**config.mk**
```make
export PLATFORM = sky130hd
export DESIGN_NAME = swervolf_uart_monitor
export DESIGN_NICKNAME = d
export VERILOG_FILES = /design/src/rtl/swervolf_uart_pkg.sv /design/src/rtl/swervolf_sync_fifo.sv /design/src/rtl/swervolf_uart_monitor.sv
export SDC_FILE = /design/constraint.sdc
export NUM_CORES = 1
export LEC_CHECK = 0
export CAP_MARGIN = 40
export CORE_UTILIZATION = 40
export CTS_BUF_LIST = sky130_fd_sc_hd__clkbuf_16
export CTS_CLUSTER_DIAMETER = 50
export DETAILED_ROUTE_END_ITERATION = 8
export PLACE_DENSITY = 0.57
export SETUP_SLACK_MARGIN = 0.5
export SYNTH_ARGS = -nofsm -noshare
export SYNTH_HDL_FRONTEND = slang
export SYNTH_SLANG_ARGS = --single-unit
```
**constraint.sdc**
```tcl
create_clock -name clk -period 3 [get_ports clk]
set_clock_uncertainty 0.15 [all_clocks]
set_input_delay 0.45 -clock clk [delete_from_list [all_inputs] [get_ports clk]]
set_output_delay 0.45 -clock clk [all_outputs]
set_load 0.01 [all_outputs]
```
**src/rtl/swervolf_uart_pkg.sv**
```systemverilog
// Shared types and helpers for the SweRVolf UART receive monitor.
// Parity modes, receiver FSM states and the baud divider calculation.
package swervolf_uart_pkg;

    typedef enum logic [1:0] {
        PAR_NONE = 2'd0,
        PAR_ODD  = 2'd1,
        PAR_EVEN = 2'd2
    } parity_e;

    typedef enum logic [2:0] {
        ST_IDLE,
        ST_START,
        ST_DATA,
        ST_PARITY,
        ST_STOP,
        ST_STOP2,
        ST_BREAK
    } rx_state_e;

    function automatic int uart_div(input int clk_hz, input int baud);
        return (clk_hz + baud / 2) / baud;
    endfunction

endpackage

```
**src/rtl/swervolf_sync_fifo.sv**
```systemverilog
// Show-ahead synchronous FIFO with occupancy count.
// A write into a full FIFO is accepted only when a pop happens in the same cycle.
module swervolf_sync_fifo #(
    parameter int WIDTH = 8,
    parameter int DEPTH = 16
) (
    input  logic                     clk,
    input  logic                     rst,
    input  logic                     wr_en_i,
    input  logic [WIDTH-1:0]         wr_data_i,
    input  logic                     rd_en_i,
    output logic [WIDTH-1:0]         rd_data_o,
    output logic                     empty_o,
    output logic                     full_o,
    output logic [$clog2(DEPTH):0]   count_o
);
    localparam int AW = $clog2(DEPTH);

    logic [WIDTH-1:0] mem_q [DEPTH];
    logic [AW-1:0]    rd_ptr_q, rd_ptr_d;
    logic [AW-1:0]    wr_ptr_q, wr_ptr_d;
    logic [AW:0]      count_q, count_d;
    logic             rd_fire, wr_fire;

    assign empty_o = (count_q == '0);
    assign full_o  = (count_q == (AW+1)'(DEPTH));
    assign rd_fire = rd_en_i & ~empty_o;
    assign wr_fire = wr_en_i & (~full_o | rd_fire);

    always_comb begin
        rd_ptr_d = rd_ptr_q;
        wr_ptr_d = wr_ptr_q;
        count_d  = count_q;
        if (wr_fire) wr_ptr_d = wr_ptr_q + 1'b1;
        if (rd_fire) rd_ptr_d = rd_ptr_q + 1'b1;
        unique case ({wr_fire, rd_fire})
            2'b10:   count_d = count_q + 1'b1;
            2'b01:   count_d = count_q - 1'b1;
            default: count_d = count_q;
        endcase
    end

    always_ff @(posedge clk or posedge rst) begin
        if (rst) begin
            rd_ptr_q <= '0;
            wr_ptr_q <= '0;
            count_q  <= '0;
        end else begin
            rd_ptr_q <= rd_ptr_d;
            wr_ptr_q <= wr_ptr_d;
            count_q  <= count_d;
        end
    end

    always_ff @(posedge clk) begin
        if (wr_fire) mem_q[wr_ptr_q] <= wr_data_i;
    end

    // Storage is not reset, so an empty FIFO presents zero.
    assign rd_data_o = empty_o ? '0 : mem_q[rd_ptr_q];
    assign count_o   = count_q;

endmodule

```
**src/rtl/swervolf_uart_monitor.sv**
```systemverilog
// UART receiver for the SweRVolf console line with a receive FIFO.
// Configurable frame format; sticky framing, parity and overflow flags.
module swervolf_uart_monitor #(
    parameter int CLK_FREQ_HZ = 25_000_000,
    parameter int BAUD        = 115200,
    parameter int DATA_BITS   = 8,
    parameter int PARITY      = 0,
    parameter int STOP_BITS   = 1,
    parameter int FIFO_DEPTH  = 16
) (
    input  logic                          clk,
    input  logic                          rst,
    input  logic                          i_rx,
    output logic [7:0]                    o_data,
    output logic                          o_valid,
    input  logic                          i_ready,
    output logic [$clog2(FIFO_DEPTH):0]   o_count,
    output logic                          o_frame_err,
    output logic                          o_parity_err,
    output logic                          o_overflow,
    input  logic                          i_clr_err
);
    import swervolf_uart_pkg::*;

    localparam int      DIV      = uart_div(CLK_FREQ_HZ, BAUD);
    localparam int      CW       = $clog2(DIV);
    localparam parity_e PAR_MODE = parity_e'(PARITY);
    localparam logic [CW-1:0] FULL = CW'(DIV - 1);
    localparam logic [CW-1:0] HALF = CW'(DIV / 2 - 1);

    if (DIV < 4 || DATA_BITS < 5 || DATA_BITS > 8 ||
        PARITY < 0 || PARITY > 2 ||
        (STOP_BITS != 1 && STOP_BITS != 2) || FIFO_DEPTH < 2 ||
        (FIFO_DEPTH & (FIFO_DEPTH - 1)) != 0) begin : g_param_err
        $error("swervolf_uart_monitor: parameter out of range");
    end

    logic                 rx_meta_q, rx_sync_q;
    rx_state_e            state_q, state_d;
    logic [CW-1:0]        cnt_q, cnt_d;
    logic [2:0]           bit_q, bit_d;
    logic [DATA_BITS-1:0] data_q, data_d;
    logic                 pbad_q, pbad_d;
    logic                 fe_q, fe_d, pe_q, pe_d, ov_q, ov_d;
    logic                 tick, par_bad, push;
    logic                 set_fe, set_pe, set_ov;
    logic                 fifo_full;
    logic [DATA_BITS-1:0] fifo_dout;

    always_ff @(posedge clk or posedge rst) begin
        if (rst) begin
            rx_meta_q <= 1'b1;
            rx_sync_q <= 1'b1;
        end else begin
            rx_meta_q <= i_rx;
            rx_sync_q <= rx_meta_q;
        end
    end

    assign tick    = (cnt_q == '0);
    assign par_bad = (PAR_MODE == PAR_ODD) ? ~(^{data_q, rx_sync_q})
                                           :  (^{data_q, rx_sync_q});

    always_comb begin
        state_d = state_q;
        cnt_d   = cnt_q;
        bit_d   = bit_q;
        data_d  = data_q;
        pbad_d  = pbad_q;
        push    = 1'b0;
        set_fe  = 1'b0;
        set_pe  = 1'b0;
        if (!tick) cnt_d = cnt_q - 1'b1;
        unique case (state_q)
            ST_IDLE: begin
                // Only reachable with the line high, so low here is a falling edge.
                if (!rx_sync_q) begin
                    state_d = ST_START;
                    cnt_d   = HALF;
                end
            end
            ST_START: begin
                if (tick) begin
                    if (rx_sync_q) begin
                        state_d = ST_IDLE;
                    end else begin
                        state_d = ST_DATA;
                        cnt_d   = FULL;
                        bit_d   = '0;
                        pbad_d  = 1'b0;
                    end
                end
            end
            ST_DATA: begin
                if (tick) begin
                    data_d = {rx_sync_q, data_q[DATA_BITS-1:1]};
                    cnt_d  = FULL;
                    bit_d  = bit_q + 1'b1;
                    if (bit_q == 3'(DATA_BITS - 1)) begin
                        state_d = (PAR_MODE != PAR_NONE) ? ST_PARITY : ST_STOP;
                    end
                end
            end
            ST_PARITY: begin
                if (tick) begin
                    pbad_d  = par_bad;
                    set_pe  = par_bad;
                    cnt_d   = FULL;
                    state_d = ST_STOP;
                end
            end
            ST_STOP: begin
                if (tick) begin
                    if (!rx_sync_q) begin
                        set_fe  = 1'b1;
                        state_d = ST_BREAK;
                    end else if (STOP_BITS == 2) begin
                        cnt_d   = FULL;
                        state_d = ST_STOP2;
                    end else begin
                        push    = ~pbad_q;
                        state_d = ST_IDLE;
                    end
                end
            end
            ST_STOP2: begin
                if (tick) begin
                    if (!rx_sync_q) begin
                        set_fe  = 1'b1;
                        state_d = ST_BREAK;
                    end else begin
                        push    = ~pbad_q;
                        state_d = ST_IDLE;
                    end
                end
            end
            ST_BREAK: begin
                if (rx_sync_q) state_d = ST_IDLE;
            end
            default: state_d = ST_IDLE;
        endcase
    end

    // A full FIFO always has a valid head, so only i_ready decides a pop.
    assign set_ov = push & fifo_full & ~i_ready;

    always_comb begin
        fe_d = set_fe | (fe_q & ~i_clr_err);
        pe_d = set_pe | (pe_q & ~i_clr_err);
        ov_d = set_ov | (ov_q & ~i_clr_err);
    end

    always_ff @(posedge clk or posedge rst) begin
        if (rst) begin
            state_q <= ST_IDLE;
            cnt_q   <= '0;
            bit_q   <= '0;
            data_q  <= '0;
            pbad_q  <= 1'b0;
            fe_q    <= 1'b0;
            pe_q    <= 1'b0;
            ov_q    <= 1'b0;
        end else begin
            state_q <= state_d;
            cnt_q   <= cnt_d;
            bit_q   <= bit_d;
            data_q  <= data_d;
            pbad_q  <= pbad_d;
            fe_q    <= fe_d;
            pe_q    <= pe_d;
            ov_q    <= ov_d;
        end
    end

    swervolf_sync_fifo #(
        .WIDTH (DATA_BITS),
        .DEPTH (FIFO_DEPTH)
    ) u_fifo (
        .clk       (clk),
        .rst       (rst),
        .wr_en_i   (push),
        .wr_data_i (data_q),
        .rd_en_i   (i_ready),
        .rd_data_o (fifo_dout),
        .empty_o   (),
        .full_o    (fifo_full),
        .count_o   (o_count)
    );

    assign o_data       = 8'(fifo_dout);
    assign o_valid      = (o_count != '0);
    assign o_frame_err  = fe_q;
    assign o_parity_err = pe_q;
    assign o_overflow   = ov_q;

endmodule

```
* Word-level counts from Yosys, hierarchy flattened
Memories as Yosys holds them, arrays and structs flattened.
Index checks and enable logic that the tools add are counted.
W data, S select, Z words.
** Word-level totals
- Bits in registers :: 41
- Bits in latches :: 0
- Memory bits (writable) :: 128
- ROM bits :: 0
- Input bits :: 5
- Output and inout bits :: 17
- Logic and storage cells :: 104
- Memories kept :: 1
** Memories
- u_fifo.mem_q :: depth 16, width 8, read ports 1, clocked after Yosys merged registers in 0, wr ports 1, line swervolf_sync_fifo.sv:19 : logic [WIDTH-1:0] mem_q [DEPTH];
** Operators by class
- Add/sub/neg operators :: 6
- Multiply operators :: 0
- Div/mod/pow operators :: 0
- Magnitude comparators :: 0
- Equal/unequal tests :: 18
- Shift-type cells :: 0
- Mux-type cells :: 36
- Bitwise logic cells :: 16
- Reductions and logical operators :: 14
** Operators by type and width (number)
- $mux W8 :: 6
- $mux W3 :: 11
- $pmux W8 S3 :: 1
- $pmux W3 S6 :: 1
- $ne A2 B2 Y1 const B :: 7
- $mux W1 :: 13
- $eq A3 B3 Y1 const B :: 4
- $pmux W5 S2 :: 1
- $reduce_xor A9 Y1 :: 1
- $add A4 B1 Y4 const B :: 2
- $logic_not A8 Y1 :: 1
- $reduce_and A4 Y1 :: 2
- $sub A8 B1 Y8 const B :: 1
- $and A1 B1 Y1 :: 7
- $reduce_and A7 Y1 :: 1
- $eq A3 B2 Y1 const B :: 2
- $pmux W3 S2 :: 1
- $reduce_bool A2 Y1 :: 3
- $add A5 B1 Y5 const B :: 1
- $eq A5 B5 Y1 const B :: 1
- $logic_not A5 Y1 :: 1
- $not A1 Y1 :: 5
- $reduce_bool A5 Y1 :: 1
- $sub A5 B1 Y5 const B :: 1
- other kinds (11) :: 15

* Longest topological paths before layout
- Depth after elaboration :: 7
- Depth in mapped cells :: 12
- Depth with buffers taken out :: 12

* Hierarchy
A second synthesis with hierarchy kept.
** Unflattened totals
- Cells, all modules :: 448
- Area total of the unflattened synthesis :: 7365.8 um^2
** By module, submodules not included
- swervolf_sync_fifo :: instances 1, cells an instance 306, area an instance 5835.6 um^2, seq. area each 4169.0 um^2
- swervolf_uart_monitor :: instances 1, cells an instance 142, area an instance 1530.2 um^2, seq. area each 703.2 um^2

* Worst setup path before layout
Ideal clock, no wire load.
- Path kind :: reg-to-reg
- From :: register cnt_q[0]
- To :: register u_fifo.count_q[4] (netlist: u_fifo.count_o[4])
- Library setup time :: 0.127 ns
- Data arrival time :: 2.688 ns
- Required time :: 2.723 ns
- Slack :: 0.035 ns
- Stages on the path, launching flop included :: 13
- Buffers on the path :: 0
- Period minus slack after synthesis :: 2.965 ns
- Path through :: dfrtp_1 -> inv_1 -> ha_1 -> or3b_2 -> or3_4 -> nand2_2 -> inv_2 -> ha_1 -> nor2b_1 -> o21ai_0 -> nor4b_1 -> a31oi_1 -> xnor2_1
** On the way
- Word-level cells in the longest chain between the ends :: 6
- Elaborated cells between the ends (all ways) :: 8
- Classes of those cells :: eq/ne (2); mux (3); bitwise (1); reduce/logical (2)
** RTL lines
- start, declared :: line swervolf_uart_monitor.sv:40 : logic [CW-1:0] cnt_q, cnt_d;
- start signal, assigned :: line swervolf_uart_monitor.sv:165 : cnt_q <= cnt_d;
- $logic_not A8 Y1 * :: line swervolf_uart_monitor.sv:60 : assign tick = (cnt_q == '0);
- $mux W1 * :: line swervolf_uart_monitor.sv:113 : if (tick) begin
- $mux W1 *
- $and A1 B1 Y1 * :: line swervolf_sync_fifo.sv:28 : assign wr_fire = wr_en_i & (~full_o | rd_fire);
- $eq A2 B1 Y1 or $eq A2 B2 Y1 (tied branches) :: line swervolf_sync_fifo.sv:36 : unique case ({wr_fire, rd_fire})
- $pmux W5 S2 or $reduce_bool A2 Y1 (tied branches)
- end signal, assigned :: line swervolf_sync_fifo.sv:51 : count_q <= count_d;
- end, declared :: line swervolf_sync_fifo.sv:22 : logic [AW:0] count_q, count_d;
Mark *: on every way between the ends. The rest lies on a longest branch, timed or not.
A chain may end at the register's enable or synchronous reset.

* Worst setup path after layout
Same ends and word-level chain as after synthesis.

==> out/metrics.yaml <==
synth:
  yosysSeqAreaShare_pct: 68.3
  syn_nets: 444
  synth_area_leaders: "edfxtp_1 (54%), dfrtp_1 (14%), mux4_2 (10%)"
  synth_top_area_share_pct: 53.8
  synth_compound_area_share_pct: 5.36
  synth_top_family_by_area: "multiplexers"
  synth_cells: 425
  ys_ff_latch: 169
  yosys.area.top_type: "edfxtp_1"
  yosys.cell_count.top_type: "edfxtp_1"
  synth_area_sq_mm: 0.00714
  async_reset_ff_share_pct: 24.3
  synth_adder_area_share_pct: 2.56
  synthMuxAreaShare_pct: 12.4
  synth_ff_type: "edfxtp_1"
  netlist-cell-type-count: 57
  yosys.area_share.simple_pct: 6.91
  synth_enable_flop_cells: 128
  synth_common_cells: "edfxtp_1 (128), dfrtp_1 (39), mux4_2 (32)"
  synth_area_per_cell_sq_um: 16.8
  ys_warn_count: 0
  synth_xor_area_share_pct: 2.65
power_and_ir_drop:
  pwr-share-comb_pct: 23.7
  leakage_uw: 0.00349
  switching_share_pct: 26.0
  seqPwrFrac_pct: 41.6
  share_clk_of_total_power_pct: 34.6
  peakVddDrop_mv: 0.388
  internal_power_uw: 4690
  pwr_density_cell_mw_per_mm2: 714
  netSwitchingPower_uw: 1650
timing:
  finalMaxSlewViolations: 0
  worst_slack_ns: 0.259
  period_needed_ns: 2.74
  report.final.setup_viol: 0
  timing.final.crit_share_pct: 91.4
  clock.fmax_mhz: 365
  finalSetupTns_ns: 0
  rsz0062_at_grt: "yes"
  tightest_slew_ns: 0.723
  hold_viol: 0
  hold_slack_ns: 0.209
  max-slew-margin-rel_pct: 51.4
clock_tree:
  ctsHoldBuffers: 0
  clk_latency_ns: 0.42
  cts-root-buf: "clkbuf_16"
  clock_sinks: 169
  htree_levels: 4
  cts_tree: "yes"
  clkTransAtPathRegs_ns: 0.06
  clockBufferDepth: 2
  cts_buffers: 17
drt:
  ant_nets: 0
  viasPerCell: 5.36
  avgRoutedWirePerCell_microns: 19.7
  drcViolationCount: 0
  drt_wl_total_microns: 14500
  vias: 3943
  dr.pass1.iters: 5
  drtIter0Drc: 224
setup_path:
  crit_top_cell: "ha_4"
  slowest_stage: "dfrtp_1"
  worst-setup-path-type: "register to register"
  path_buf_inv: 2
  cp_max_fo: 4
  cp_data_required_time_ns: 3.16
  cp_cell_sequence: "inv_2 -> ha_4 -> or3b_4 -> or3_4 -> nand2_4 -> inv_6 -> ha_4 -> nor2b_4 -> o21ai_2 -> nor4b_2 -> a31oi_1 -> xnor2_1"
  startpoint_type: "register"
  path_delay_family: "simple AND/OR/NAND/NOR gates"
  end_kind: "register"
  max_stage_delay_ns: 0.40
  cp.arrival_ns: 2.90
floorplan:
  fp.dieH_microns: 136
  rows: 48
  ioPinCount: 22
  design.die.area_sq_mm: 0.0184
  start_util_pct: 41.1
  die_x_microns: 136
  core_area_sq_mm: 0.0174
grt:
  grt_max_degree: 31
  antenna_found_initial: 0
  grt_pass1_vias: 4153
  overflow: 0
  grt_pass1_wl_microns: 23100
  grtUsageTotal_pct: 17.5
finish:
  seqCellArea_sq_mm: 0.00487
  drive_gt1_share_pct: 37.6
  num-fill-cells: 1437
  syn2layout_area_growth_pct: 24.5
  multi_input_area_sq_mm: 0.00236
  n_antenna_cell: 0
  nNetsFinal: 517
outcome:
  status: "finished, final reports clean"
job:
  max_cap_viol_count: 0
place:
  gp_congestion: 0.795
  portBuffers: 21
  dp_hpwl_microns: 9270
  place_ws_ns: 0.158
min_path:
  hold_class: "register to register"
## cell families after synthesis
kind of cell               count (synthesis)
muxes                                     47
xor gates and xnor gates                  20
and+or+nand+nor                           85
adders and majority gates                 14
AOI/OAI and AO/OA                         58
DFF                                      169
buffers and inverters                     32
## power groups by stage
| stage | sequential [uW] | clock, uW | combinational [uW] |
|---|---|---|---|
| finish | 2640 | 2200 | 1510 |
| global route | 2650 | 2340 | 1610 |
| CTS | 2640 | 2250 | 1430 |
| global placement | 2720 | 0 | 1050 |
| floorplan | 2690 | 0 | 682 |
| detailed placement | 2720 | 0 | 1080 |
## cells in the final DEF (no fill, tap or decap), drive strengths merged, types with 9 or more instances in the layout
cell           synthesis  final
edfxtp               128    128
buf                   10     60
dfrtp                 39     39
mux4                  32     32
clkbuf                 9     18
nand2                 18     18
xnor2                 17     17
inv                   13     17
and2                  17     17
a22oi                 16     16
a21oi                 15     15
o21ai                 14     14
ha                    13     13
clkdlybuf4s50          0     12
mux2                  11     11
nor2                   9      9
## state kept, by name, indices dropped and copies added, names as in the netlist, 3 cells and up
register         flops
u_fifo.mem_q       128
cnt_q                8
data_q               8
u_fifo.count_o       5
u_fifo.rd_ptr_q      4
u_fifo.wr_ptr_q      4
bit_q                3
state_q              3
## final cells by class
class,count,area share (%)
flip-flops and latches,169,54.8
multi-input cells,224,26.6
repair buffers,73,8.05
clock buffers,17,4.79
well taps,225,3.17
clock inverters,15,1.97
inverters,13,0.605
## per-layer routing
layer | vias up | track usage (%) | share of wire, %
met4 | 0 | 6.05 | 1.2
met1 | 2043 | 22.0 | 43
met3 | 15 | 3.93 | 4.0
met2 | 75 | 29.6 | 52
met5 | - | 0 | 0
li1 | 1810 | - | -
## path summary, 6_finish.rpt
path / start / endpoint / slack [ns] / depth (start not counted)
min: rx_meta_q$_DFF_PP1_ / rx_sync_q$_DFF_PP1_ / 0.21 / 0
max reg2reg: cnt_q[0]$_DFF_PP0_ / u_fifo.count_o[4]$_DFFE_PP0P_ / 0.26 / 12
min reg2reg: rx_meta_q$_DFF_PP1_ / rx_sync_q$_DFF_PP1_ / 0.21 / 0
max in group asynchronous: rst / rx_meta_q$_DFF_PP1_ / 1.86 / 3
min in group asynchronous: rst / u_fifo.count_o[2]$_DFFE_PP0P_ / 0.22 / 2
max: cnt_q[0]$_DFF_PP0_ / u_fifo.count_o[4]$_DFFE_PP0P_ / 0.26 / 12
## metrics by stage
step | total power, uW | instances | util, % | cell area (sq um)
final | 6340 | 736 | 51.2 | 8890
after global routing | 6600 | 736 | 51.2 | 8890
after CTS | 6310 | 730 | 50.6 | 8780
after detailed placement | 3800 | 676 | 45.1 | 7830
after global placement | 3780 | 676 | 45.1 | 7830
after floorplan | 3370 | 425 | - | 7180
## timing repair
| action | in CTS | in global routing |
|---|---|---|
| setup endpoints to repair | 140 | 98 |
| gates resized for setup | 72 | 17 |
| pin swaps | 23 | 15 |
| gates cloned | 2 | 0 |
| buffers inserted | 20 | 6 |
Power figures use the tool's default switching activity.
